==> src/rtl/muxn_rr.sv <==
// muxn_rr: N-channel registered multiplexer with valid/ready handshaking.
// It selects one input channel per cycle, either by a fixed select or by
// round-robin arbitration, and loads it into a single output register.
//
// Handshake: a word moves across an interface on a rising edge where valid
// and ready are both high. Valid never depends on ready. The output side
// holds out_data/out_ch/out_valid steady while out_valid=1 and out_ready=0.
// Each in_ready[i] is combinational, and at most one bit is high per cycle.
module muxn_rr #(
  parameter int WIDTH = 32,
  parameter int NCH   = 4,
  parameter int SELW  = 2
) (
  input  logic                 clk,
  input  logic                 rst,
  input  logic                 mode,
  input  logic [SELW-1:0]      sel,
  input  logic [NCH-1:0]       in_valid,
  input  logic [NCH*WIDTH-1:0] in_data,
  output logic [NCH-1:0]       in_ready,
  output logic                 out_valid,
  output logic [WIDTH-1:0]     out_data,
  output logic [SELW-1:0]      out_ch,
  input  logic                 out_ready
);

  // Channel arrays are padded to the full select range. Any out-of-range
  // select then reads a defined zero and never indexes past the end.
  localparam int NPAD = 1 << SELW;

  logic [SELW-1:0]  ptr;
  logic [SELW-1:0]  g;
  logic             eligible;
  logic             ld;
  logic             grant;
  logic             sel_in_range;
  logic [NPAD-1:0]  valid_pad;
  logic [WIDTH-1:0] ch_data [NPAD];
  logic [2*NCH-1:0] valid_dbl;
  logic [NCH-1:0]   valid_rot;
  logic             rr_found;
  logic [SELW-1:0]  rr_g;
  logic [SELW:0]    rr_sum;

  for (genvar i = 0; i < NPAD; i++) begin : g_ch
    if (i < NCH) begin : g_real
      assign ch_data[i] = in_data[i*WIDTH +: WIDTH];
    end else begin : g_pad
      assign ch_data[i] = '0;
    end
  end

  // Widen the valid vector to the select range for fixed-select lookup.
  always_comb begin
    valid_pad = '0;
    valid_pad[NCH-1:0] = in_valid;
  end

  // Rotate the valids so that bit k is channel (ptr+k) mod NCH.
  assign valid_dbl = {in_valid, in_valid};
  assign valid_rot = NCH'(valid_dbl >> ptr);

  // Round-robin: take the lowest set rotated bit, then map it back to a channel.
  always_comb begin
    rr_found = 1'b0;
    rr_sum   = '0;
    for (int k = NCH - 1; k >= 0; k--) begin
      if (valid_rot[k]) begin
        rr_found = 1'b1;
        rr_sum   = {1'b0, ptr} + (SELW+1)'(k);
      end
    end
    if (rr_sum >= (SELW+1)'(NCH)) begin
      rr_sum = rr_sum - (SELW+1)'(NCH);
    end
    rr_g = rr_sum[SELW-1:0];
  end

  assign sel_in_range = ({1'b0, sel} < (SELW+1)'(NCH));

  // Candidate channel and its eligibility for the current mode.
  always_comb begin
    if (mode) begin
      g        = rr_g;
      eligible = rr_found;
    end else begin
      g        = sel;
      eligible = sel_in_range & valid_pad[sel];
    end
  end

  assign ld       = ~out_valid | out_ready;
  assign grant    = ~rst & ld & eligible;
  assign in_ready = grant ? (NCH'(1) << g) : '0;

  // Output register and round-robin pointer.
  always_ff @(posedge clk) begin
    if (rst) begin
      out_valid <= 1'b0;
      out_data  <= '0;
      out_ch    <= '0;
      ptr       <= '0;
    end else if (grant) begin
      out_valid <= 1'b1;
      out_data  <= ch_data[g];
      out_ch    <= g;
      if (mode) begin
        ptr <= (g == SELW'(NCH - 1)) ? '0 : g + 1'b1;
      end
    end else if (ld) begin
      out_valid <= 1'b0;
    end
  end

endmodule

==> config.mk <==
export PLATFORM = sky130hd
export DESIGN_NAME = muxn_rr
export DESIGN_NICKNAME = d
export VERILOG_FILES = /design/src/rtl/muxn_rr.sv
export SDC_FILE = /design/constraint.sdc
export NUM_CORES = 1
export LEC_CHECK = 0
export ABC_AREA = 1
export BUFFER_PORTS_ARGS = -buffer_cell sky130_fd_sc_hd__buf_2
export CAP_MARGIN = 10
export CELL_PAD_IN_SITES_DETAIL_PLACEMENT = 0
export CELL_PAD_IN_SITES_GLOBAL_PLACEMENT = 1
export CORE_ASPECT_RATIO = 1.1
export CORE_MARGIN = 5
export CORE_UTILIZATION = 29
export DETAILED_ROUTE_END_ITERATION = 12
export GPL_ROUTABILITY_DRIVEN = 0
export PLACE_DENSITY = 0.85
export SYNTH_ARGS = -nofsm -noshare
export SYNTH_HDL_FRONTEND = slang
export SYNTH_SLANG_ARGS = --single-unit
==> constraint.sdc <==
create_clock -name clk -period 2.3 [get_ports clk]
set_input_delay 0.23 -clock clk [delete_from_list [all_inputs] [get_ports clk]]
set_output_delay 0.23 -clock clk [all_outputs]
set_load 0.01 [all_outputs]
==> out/qor.yml, run 1 <==
routing:
  routed_wl_um: 10800
  ant_nets: 0
  drc: 0
  wire_per_inst_um: 11.4
  avgViaCountPerCell: 4.30
  drt-initial-drc-count: 247
  first_pass_iters: 6
  vias: 4070
critical_path:
  cp_common_cell: "nand2_1"
  path_cells: "nand2_1 -> nand3_1 -> nand2_1 -> nand2_2 -> nand2_1 -> nand2_2 -> nand3_4 -> nand2_4 -> inv_1 -> ha_1 -> inv_1 -> nor2_1 -> buf_2"
  end_kind: "output port"
  cp.arrival_ns: 1.91
  cp_max_fo: 9
  worstPathRequired_ns: 2.07
  critical_path.max_stage_delay_ns: 0.41
  worstSetupPathType: "reg2out"
  slowest_stage: "dfxtp_4"
  start_kind: "flop"
layout:
  antenna_cells: 0
  syn_to_final_growth_pct: 33.0
  ff_latch_area_um2: 746
  multi_input_area_um2: 1790
  drive_above_1_share_pct: 27.4
  design_area_um2: 4570
  fill_cells: 1319
  final_nets: 935
yosys:
  synth-seq-cells: 37
  async_reset_ff_share_pct: 0
  syn_area_per_cell_um2: 5.35
  yosysUniqueCellTypes: 28
  synth_ff_type: "dfxtp_1"
  synth_top_area_cell: "nand3_1"
  synth_area_leaders: "nand3_1, dfxtp_1, inv_1"
  synth_top_area_share_pct: 24.5
  syn_inst: 641
  yosysMostFrequentCell: "inv_1"
  syn-num-nets: 780
  synth_warnings: 0
  synth_area_um2: 3430
  ys_seq_area_share_pct: 21.6
  synth_edf_count: 0
  synthTopCellsByCount: "inv_1, nand3_1, nand2_1"
placement:
  postPlaceCellArea_um2: 4400
  place_hpwl_um: 8160
  numPortBuffers: 176
sta:
  rsz0062_at_grt: "no"
  worst_clock_skew_ns: 0.00313
  final-max-slew-violation-count: 0
  setup_viol: 0
  hold_violations: 0
  whs_ns: 0.229
  max_slew_margin_pct: 72.5
  fin_crit_ns: 2.14
  totalNegativeSetupSlack_ns: 0
  finalCritPeriodShare_pct: 93.0
  worstMarginPinSlew_ns: 0.412
  fmax_mhz: 468
die:
  core_area_um2: 11500
  num_rows: 41
  die_x_um: 114
  die_h_um: 124
  design.die.area_um2: 14100
  floorplan.initialDensity_pct: 29.7
  io_pins: 177
pwr:
  max-vdd-ir-drop_v: 0.000254
  leakage_uw: 0.00300
  powerDensity_nw_per_um2: 544
hold_path:
  hold_path.class: "in2reg"
grt:
  first_global_vias: 3876
  antenna_found_initial: 0
  grt-ovfl-total: 0
  grt_first_pass_wirelength_um: 17400
  grt_usage_pct: 14.9
  grt_max_degree: 65
clocking:
  cts_root_buf: "clkbuf_16"
  cts.sinks: 37
  insertion_delay_ns: 0.28
  cts_tree: "yes"
  cts.path.max_buffers: 2
  numCtsBuffers: 5
  h-tree-depth: 2
  clk_pin_slew_ns: 0.06
run:
  max-cap-violations: 0
status:
  outcome: "finished, final reports clean"
worst paths after layout:
path	depth (start not counted)	start	slack, ns	to
worst max register to register	14	ptr[0]$_SDFFE_PP0P_	0.40	out_data[30]$_SDFFE_PP0P_
worst max-delay path	13	ptr[0]$_SDFFE_PP0P_	0.16	in_ready[3]
worst min-delay path	4	out_ready	0.23	out_valid$_SDFFE_PP0P_
worst min register to register	2	out_valid$_SDFFE_PP0P_	0.49	out_valid$_SDFFE_PP0P_
layout by cell type (no fill, tap or decap), drive strengths merged:
cell      n
nand2   123
buf     188
xnor2     1
a21oi     8
inv     178
clkbuf    5
a31oi     1
dfxtp    37
o211ai    1
o21ai     8
nand3   170
ha        1
bufinv    1
nand4     1
clkinv    1
nor2     72
cells by family (layout without fill, tap and decap cells):
kind of cell    Yosys count  after routing  share of synthesized area, %
compound gates           18             18                          3.17
xor+xnor                  1              1                         0.255
fa+ha+maj                 1              1                         0.365
buf+inv                 218            373                          26.6
flops                    37             37                          21.6
simple gates            366            366                          48.1
area by class of cell:
| type | count | area share (%) |
|---|---|---|
| Inverter | 178 | 14.7 |
| Clock buffer | 5 | 2.74 |
| Tap cell | 150 | 4.11 |
| Sequential cell | 37 | 16.3 |
| Clock inverter | 2 | 0.767 |
| Timing Repair Buffer | 188 | 22.2 |
| Multi-Input combinational cell | 386 | 39.2 |
critical path: cells and delay by family (launching register included):
| kind | cells | cell delay [ns] |
|---|---|---|
| buf+inv | 3 | 0.26 |
| flops | 1 | 0.41 |
| fa+ha+maj | 1 | 0.17 |
| simple gates | 9 | 0.78 |
what timing repair did:
action                     in CTS  in global routing
setup endpoints to repair       2                  2
gates resized for setup         1                  3
setup buffers                   0                  0
hold buffers                    0                  0
routing by layer:
metal  global-route usage [%]  vias to the layer above  routed length, µm
met5                        0                        -                  0
li1                         -                     2213                  -
met2                     27.3                      114               5240
met3                     3.21                       10                756
met4                     3.83                        0                153
met1                     17.5                     1733               4660
where the power goes:
part	internal, µW	switching (µW)
combinational	395	573
sequential	712	37.7
clock	503	261
total	1610	872
registers in the layout, indices dropped and copies added (netlist names):
| register | count |
|---|---|
| out_valid | 1 |
| ptr | 2 |
| out_ch | 2 |
| out_data | 32 |
through the flow:
stage,total power [µW],setup slack (ns),util (%),std cells
4_1_cts,2530,0.0842,39.5,946
2_1_floorplan,1430,0.404,-,641
6_report,2480,0.162,39.6,946
3_3_place_gp,1750,0.239,38.1,939
3_5_place_dp,1740,0.183,38.1,939
5_1_grt,2680,0.0275,39.6,946
No activity file was read; power rests on OpenSTA's default activity.
==> run 2: changes to the inputs <==
--- a/config.mk
+++ b/config.mk
@@ -8,11 +8,11 @@
 export ABC_AREA = 1
 export BUFFER_PORTS_ARGS = -buffer_cell sky130_fd_sc_hd__buf_2
 export CAP_MARGIN = 10
-export CELL_PAD_IN_SITES_DETAIL_PLACEMENT = 0
-export CELL_PAD_IN_SITES_GLOBAL_PLACEMENT = 1
+export CELL_PAD_IN_SITES_DETAIL_PLACEMENT = 2
+export CELL_PAD_IN_SITES_GLOBAL_PLACEMENT = 2
 export CORE_ASPECT_RATIO = 1.1
 export CORE_MARGIN = 5
-export CORE_UTILIZATION = 29
+export CORE_UTILIZATION = 21
 export DETAILED_ROUTE_END_ITERATION = 12
 export GPL_ROUTABILITY_DRIVEN = 0
 export PLACE_DENSITY = 0.85
==> run 2 against run 1 <==
  * Non-clock buffer count up 5
  * Wire length up 39%
  * Die area up 35%
  * Critical path type unchanged
  * Sequential cell count unchanged
==> out/qor.yml, run 2 (same netlist as run 1, synthesis figures left out) <==
status:
  outcome: "finished, final reports clean"
layout:
  final_nets: 940  # +0.53%
  design_area_um2: 4720  # +3.3%
  drive_above_1_share_pct: 28.2  # +0.79 points
  layout_common_cells: "buf_2, inv_1, nand3_1"
  syn_to_final_growth_pct: 37.4
  antenna_cells: 0  # unchanged
  ff_latch_area_um2: 746  # unchanged
  layout_commonest_cell: "buf_2"
  fill_cells: 2119  # +61%
  regMostFlops: "out_data"
  multi_input_area_um2: 1810  # +0.91%
  reg_top3: "out_data (32), out_ch (2), ptr (2)"
  largest_register_ff_count: 32  # unchanged
placement:
  postPlaceCellArea_um2: 4450  # +1.3%
  place_hpwl_um: 11200  # +37%
  numPortBuffers: 176  # unchanged
critical_path:
  cp_max_fo: 9  # unchanged
  cp.arrival_ns: 1.98  # +0.07 ns
  critical_path.max_stage_delay_ns: 0.42  # about the same
  cp-startpoint: "ptr[0]$_SDFFE_PP0P_"
  path_cells: "nand2_1 -> nand3_1 -> nand2_2 -> o21ai_1 -> inv_1 -> nand2_2 -> nand2_1 -> o21ai_4 -> ha_1 -> inv_1 -> nor2_1 -> buf_2"
  worstSetupPathType: "reg2out"
  end_kind: "output port"
  slowest_stage: "dfxtp_4"
  crit_family: "simple AND/OR/NAND/NOR gates"
  critPathBufInv: 3  # unchanged
  rr_startpoint: "ptr[0]$_SDFFE_PP0P_"
  worstPathRequired_ns: 2.07  # about the same
  start_kind: "flop"
routing:
  drt-initial-drc-count: 93  # -62%
  vias: 4419  # +8.6%
  first_pass_iters: 4  # -2
  wire_per_inst_um: 14.9  # +31%
  avgViaCountPerCell: 4.39  # +2.1%
  ant_nets: 0  # unchanged
  routed_wl_um: 15000  # +39%
  drc: 0  # unchanged
hold_path:
  hold_path.class: "in2reg"
  worstHoldStart: "out_ready"
clocking:
  cts_tree: "yes"
  cts.sinks: 37  # unchanged
  numCtsBuffers: 5  # unchanged
  cts.path.max_buffers: 2  # unchanged
  insertion_delay_ns: 0.28  # about the same
  clk_pin_slew_ns: 0.06  # about the same
  cts_root_buf: "clkbuf_16"
  h-tree-depth: 2  # unchanged
die:
  io_pins: 177  # unchanged
  die_x_um: 132  # +16%
  die_h_um: 144  # +16%
  design.die.area_um2: 19000  # +35%
  core_area_um2: 16200  # +40%
  floorplan.initialDensity_pct: 21.2  # -8.5 points
  num_rows: 49  # +20%
sta:
  worst_clock_skew_ns: 0.00460  # +0.00147 ns
  setup_viol: 0  # unchanged
  fmax_mhz: 453  # -3.1%
  final-max-slew-violation-count: 0  # unchanged
  finalCritPeriodShare_pct: 95.9  # +2.9 points
  max_slew_margin_pct: 70.4  # -2.1 points
  fin_crit_ns: 2.21  # +0.0677 ns
  worstMarginPinSlew_ns: 0.444  # +0.0317 ns
  hold_violations: 0  # unchanged
  rsz0062_at_grt: "yes"
pwr:
  power.total_uw: 2630  # +6.1%
  pwr-share-comb_pct: 40.3  # +1.3 points
  power.internal_uw: 1670  # +3.9%
  powerDensity_nw_per_um2: 559  # +2.7%
  clock_power_share_pct: 31.2  # +0.4 points
  max-vdd-ir-drop_v: 0.000356  # +40%
  switching_share_pct: 36.5  # +1.4 points
  switching_power_uw: 962  # +10%
  p_seq_share_pct: 28.6  # -1.6 points
  leakage_uw: 0.00304  # +1.2%
grt:
  first_global_vias: 4631  # +19%
  antenna_found_initial: 0  # unchanged
  grt_max_degree: 54  # -17%
  grt_usage_pct: 15.0  # +0.087 points
  grt_first_pass_wirelength_um: 23600  # +35%
  grt-ovfl-total: 0  # unchanged
run:
  max-cap-violations: 0  # unchanged
## run 2: worst register-to-register path, delay by kind of cell, from the launching register on
family	cells	cell delay, ns
buffers and inverters	4	0.57
DFF	1	0.42
and+or+nand+nor	11	1.03
## run 2: metrics by stage
step / setup TNS, ns / std cells / setup WS (ns) / hold WS, ns / utilization (%)
2_1_floorplan: 0 / 641 / 0.404 / 0.415 / -
3_3_place_gp: 0 / 993 / 0.0915 / 0.482 / 27.5
3_5_place_dp: 0 / 993 / 0.00588 / 0.493 / 27.5
4_1_cts: 0 / 1001 / 0.0225 / 0.231 / 28.7
5_1_grt: -0.0827 / 1006 / -0.0433 / 0.268 / 29.1
6_report: 0 / 1006 / 0.0945 / 0.238 / 29.1
## run 2: area by class of cell
| type | instances | share of cell area, % |
|---|---|---|
| multi-input combinational | 386 | 38.3 |
| timing repair buffer | 193 | 22.6 |
| sequential | 37 | 15.8 |
| inverter | 178 | 14.2 |
| tap | 204 | 5.41 |
| clock buffer | 7 | 3.02 |
| clock inverter | 1 | 0.637 |
## run 2: final timing paths
kind,end,cells after the start,slack (ns)
max reg2reg,out_data[12]$_SDFFE_PP0P_,15,0.20
min,out_valid$_SDFFE_PP0P_,4,0.24
min reg2reg,out_ch[1]$_SDFFE_PP0P_,2,0.51
max,in_ready[3],12,0.09
## run 2: per-layer routing
metal  vias to the layer above  global-route usage, %  part of all wire [%]
li1                       2225                      -                     -
met1                      2079                   17.3                    43
met2                       106                   28.9                    52
met3                         9                   2.40                   3.9
met4                         0                   3.30                  0.96
met5                         -                      0                     0
## run 2: repair_timing
item,4_1_cts,5_1_grt
pin swaps,0,1
setup buffers,0,4
hold buffers,0,0
resized for setup,4,6
cloned,0,1
setup endpoints to repair,5,9
## run 2: power by group through the flow
stage | logic, µW | clock network, µW | registers [µW]
after detailed placement | 1040 | 0 | 767
after CTS | 1050 | 857 | 753
final | 1060 | 822 | 753
after global placement | 1000 | 0 | 765
after floorplan | 639 | 0 | 792
after global routing | 1200 | 876 | 763
==> run 3: changes to the inputs <==
--- a/config.mk
+++ b/config.mk
@@ -15,7 +15,7 @@
 export CORE_UTILIZATION = 21
 export DETAILED_ROUTE_END_ITERATION = 12
 export GPL_ROUTABILITY_DRIVEN = 0
-export PLACE_DENSITY = 0.85
+export PLACE_DENSITY_LB_ADDON = 0.08
 export SYNTH_ARGS = -nofsm -noshare
 export SYNTH_HDL_FRONTEND = slang
 export SYNTH_SLANG_ARGS = --single-unit
==> run 3 against run 2 <==
  * First-iteration DRC count is 15% higher
  * Largest cell class unchanged
  * Sequential share of layout area is 0.38 points lower
  * Largest power group unchanged
  * Highest routed layer is now met5
  * Combinational power is 6% higher
  * Register-to-register slack worse by 0.06 ns
==> out/qor.yml, run 3 (same netlist as run 1, synthesis figures left out) <==
die:
  num_rows: 49  # unchanged
  die_h_um: 144  # unchanged
  io_pins: 177  # unchanged
  design.die.area_um2: 19000  # unchanged
  floorplan.initialDensity_pct: 21.2  # unchanged
  die_x_um: 132  # unchanged
  core_area_um2: 16200  # unchanged
layout:
  antenna_cells: 0  # unchanged
  final_nets: 948  # +0.85%
  syn_to_final_growth_pct: 40.8
  layout_commonest_cell: "buf_2"
  reg_top3: "out_data (32), out_ch (2), ptr (2)"
  regMostFlops: "out_data"
  layout_common_cells: "buf_2, inv_1, nand3_1"
  drive_above_1_share_pct: 30.2  # +2.0 points
  largest_register_ff_count: 32  # unchanged
  fill_cells: 2097  # -1.0%
  design_area_um2: 4830  # +2.5%
clocking:
  cts.sinks: 37  # unchanged
  numCtsBuffers: 5  # unchanged
  cts.path.max_buffers: 2  # unchanged
  clk_pin_slew_ns: 0.06  # about the same
  cts_root_buf: "clkbuf_16"
  insertion_delay_ns: 0.28  # about the same
  h-tree-depth: 2  # unchanged
  cts_tree: "yes"
critical_path:
  worstPathRequired_ns: 2.07  # about the same
  worstSetupPathType: "reg2out"
  cp_max_fo: 6  # -3
  start_kind: "flop"
  cp.arrival_ns: 1.99  # about the same
  end_kind: "output port"
hold_path:
  hold_path.class: "in2reg"
routing:
  drt-initial-drc-count: 107  # +15%
  vias: 4437  # +0.41%
  routed_wl_um: 15600  # +3.6%
  first_pass_iters: 4  # unchanged
  wire_per_inst_um: 15.4  # +2.9%
  drc: 0  # unchanged
  ant_nets: 0  # unchanged
  avgViaCountPerCell: 4.38  # -0.29%
sta:
  fmax_mhz: 451  # -0.63%
  max_slew_margin_pct: 71.4  # +0.94 points
  worst_clock_skew_ns: 0.00456  # -0.0000438 ns
  finalCritPeriodShare_pct: 96.5  # +0.61 points
  final-max-slew-violation-count: 0  # unchanged
  setup_viol: 0  # unchanged
  rsz0062_at_grt: "yes"
  fin_crit_ns: 2.22  # +0.0141 ns
  worstMarginPinSlew_ns: 0.430  # -0.0141 ns
  hold_violations: 0  # unchanged
  totalNegativeSetupSlack_ns: 0  # unchanged
run:
  max-cap-violations: 0  # unchanged
pwr:
  max-vdd-ir-drop_v: 0.000224  # -37%
  powerDensity_nw_per_um2: 535  # -4.2%
  leakage_uw: 0.00309  # +1.8%
grt:
  grt_max_degree: 35  # -35%
  grt_usage_pct: 15.8  # +0.80 points
  antenna_found_initial: 1  # +1
  grt_first_pass_wirelength_um: 24900  # +5.3%
  grt-ovfl-total: 0  # unchanged
  first_global_vias: 5054  # +9.1%
placement:
  place_hpwl_um: 11700  # +4.3%
  postPlaceCellArea_um2: 4500  # +1.1%
  numPortBuffers: 176  # unchanged
status:
  outcome: "finished, final reports clean"
run 3: cell count changes in the layout (fill, tap and decap cells not counted), sizes merged:
| cell | change |
|---|---|
| buf | +7 |
| bufinv | -1 |
| clkbuf | +1 |
run 3: layer usage:
metal | up-vias | GRT usage, % | wire length, µm
met4 | 2 | 3.30 | 96
li1 | 2243 | - | -
met5 | - | 0 | 7
met3 | 9 | 3.17 | 698
met2 | 104 | 30.2 | 7980
met1 | 2079 | 18.2 | 6790
run 3: path summary, 6_finish.rpt:
| check | from | end | depth (start not counted) | slack [ns] |
|---|---|---|---|---|
| setup reg to reg | ptr[0]$_SDFFE_PP0P_ | out_data[29]$_SDFFE_PP0P_ | 17 | 0.14 |
| hold / removal | out_ready | out_valid$_SDFFE_PP0P_ | 4 | 0.25 |
| setup / recovery | ptr[0]$_SDFFE_PP0P_ | in_ready[3] | 14 | 0.08 |
| hold reg to reg | out_valid$_SDFFE_PP0P_ | out_valid$_SDFFE_PP0P_ | 2 | 0.52 |
run 3: what timing repair did:
action / CTS / global route
hold buffers: 0 / 0
setup buffers: 6 / 2
setup endpoints to repair: 5 / 7
resized for setup: 4 / 18
gates cloned: 0 / 2
pin swaps: 2 / 2
run 3: worst max-delay path: stages, from the launching register on:
cell	delay, ns
dfxtp_4	0.42
inv_4	0.05
nand2_1	0.12
nand3_2	0.14
nand2_2	0.09
inv_2	0.05
nand2_1	0.09
nand2_2	0.07
nand3_4	0.10
nand2_8	0.07
inv_1	0.07
ha_2	0.17
inv_2	0.05
nor2_2	0.09
buf_2	0.13
run 3: area by class of cell:
| cell class | instances | area, µm² | share of cell area, % |
|---|---|---|---|
| Multi-Input combinational cell | 386 | 1840 | 38.2 |
| Timing Repair Buffer | 201 | 1170 | 24.3 |
| Sequential cell | 37 | 746 | 15.4 |
| Inverter | 178 | 671 | 13.9 |
| Tap cell | 204 | 255 | 5.28 |
| Clock buffer | 7 | 143 | 2.95 |
run 3: through the flow:
| step | power (µW) | hold WS [ns] | setup WS (ns) | std cells | utilization (%) |
|---|---|---|---|---|---|
| floorplan | 1430 | 0.415 | 0.404 | 641 | - |
| global placement | 1800 | 0.502 | 0.200 | 996 | 27.8 |
| detailed placement | 1840 | 0.508 | -0.0171 | 996 | 27.8 |
| CTS | 2600 | 0.237 | 0.0130 | 1009 | 29.1 |
| global route | 2800 | 0.268 | -0.0593 | 1013 | 29.9 |
| finish | 2590 | 0.248 | 0.0804 | 1013 | 29.9 |
run 3: power breakdown:
group / leakage, µW / internal, µW / switching, µW
clock: 0.0000700 / 427 / 281
sequential: 0.000307 / 712 / 46.9
combinational: 0.00272 / 460 / 661
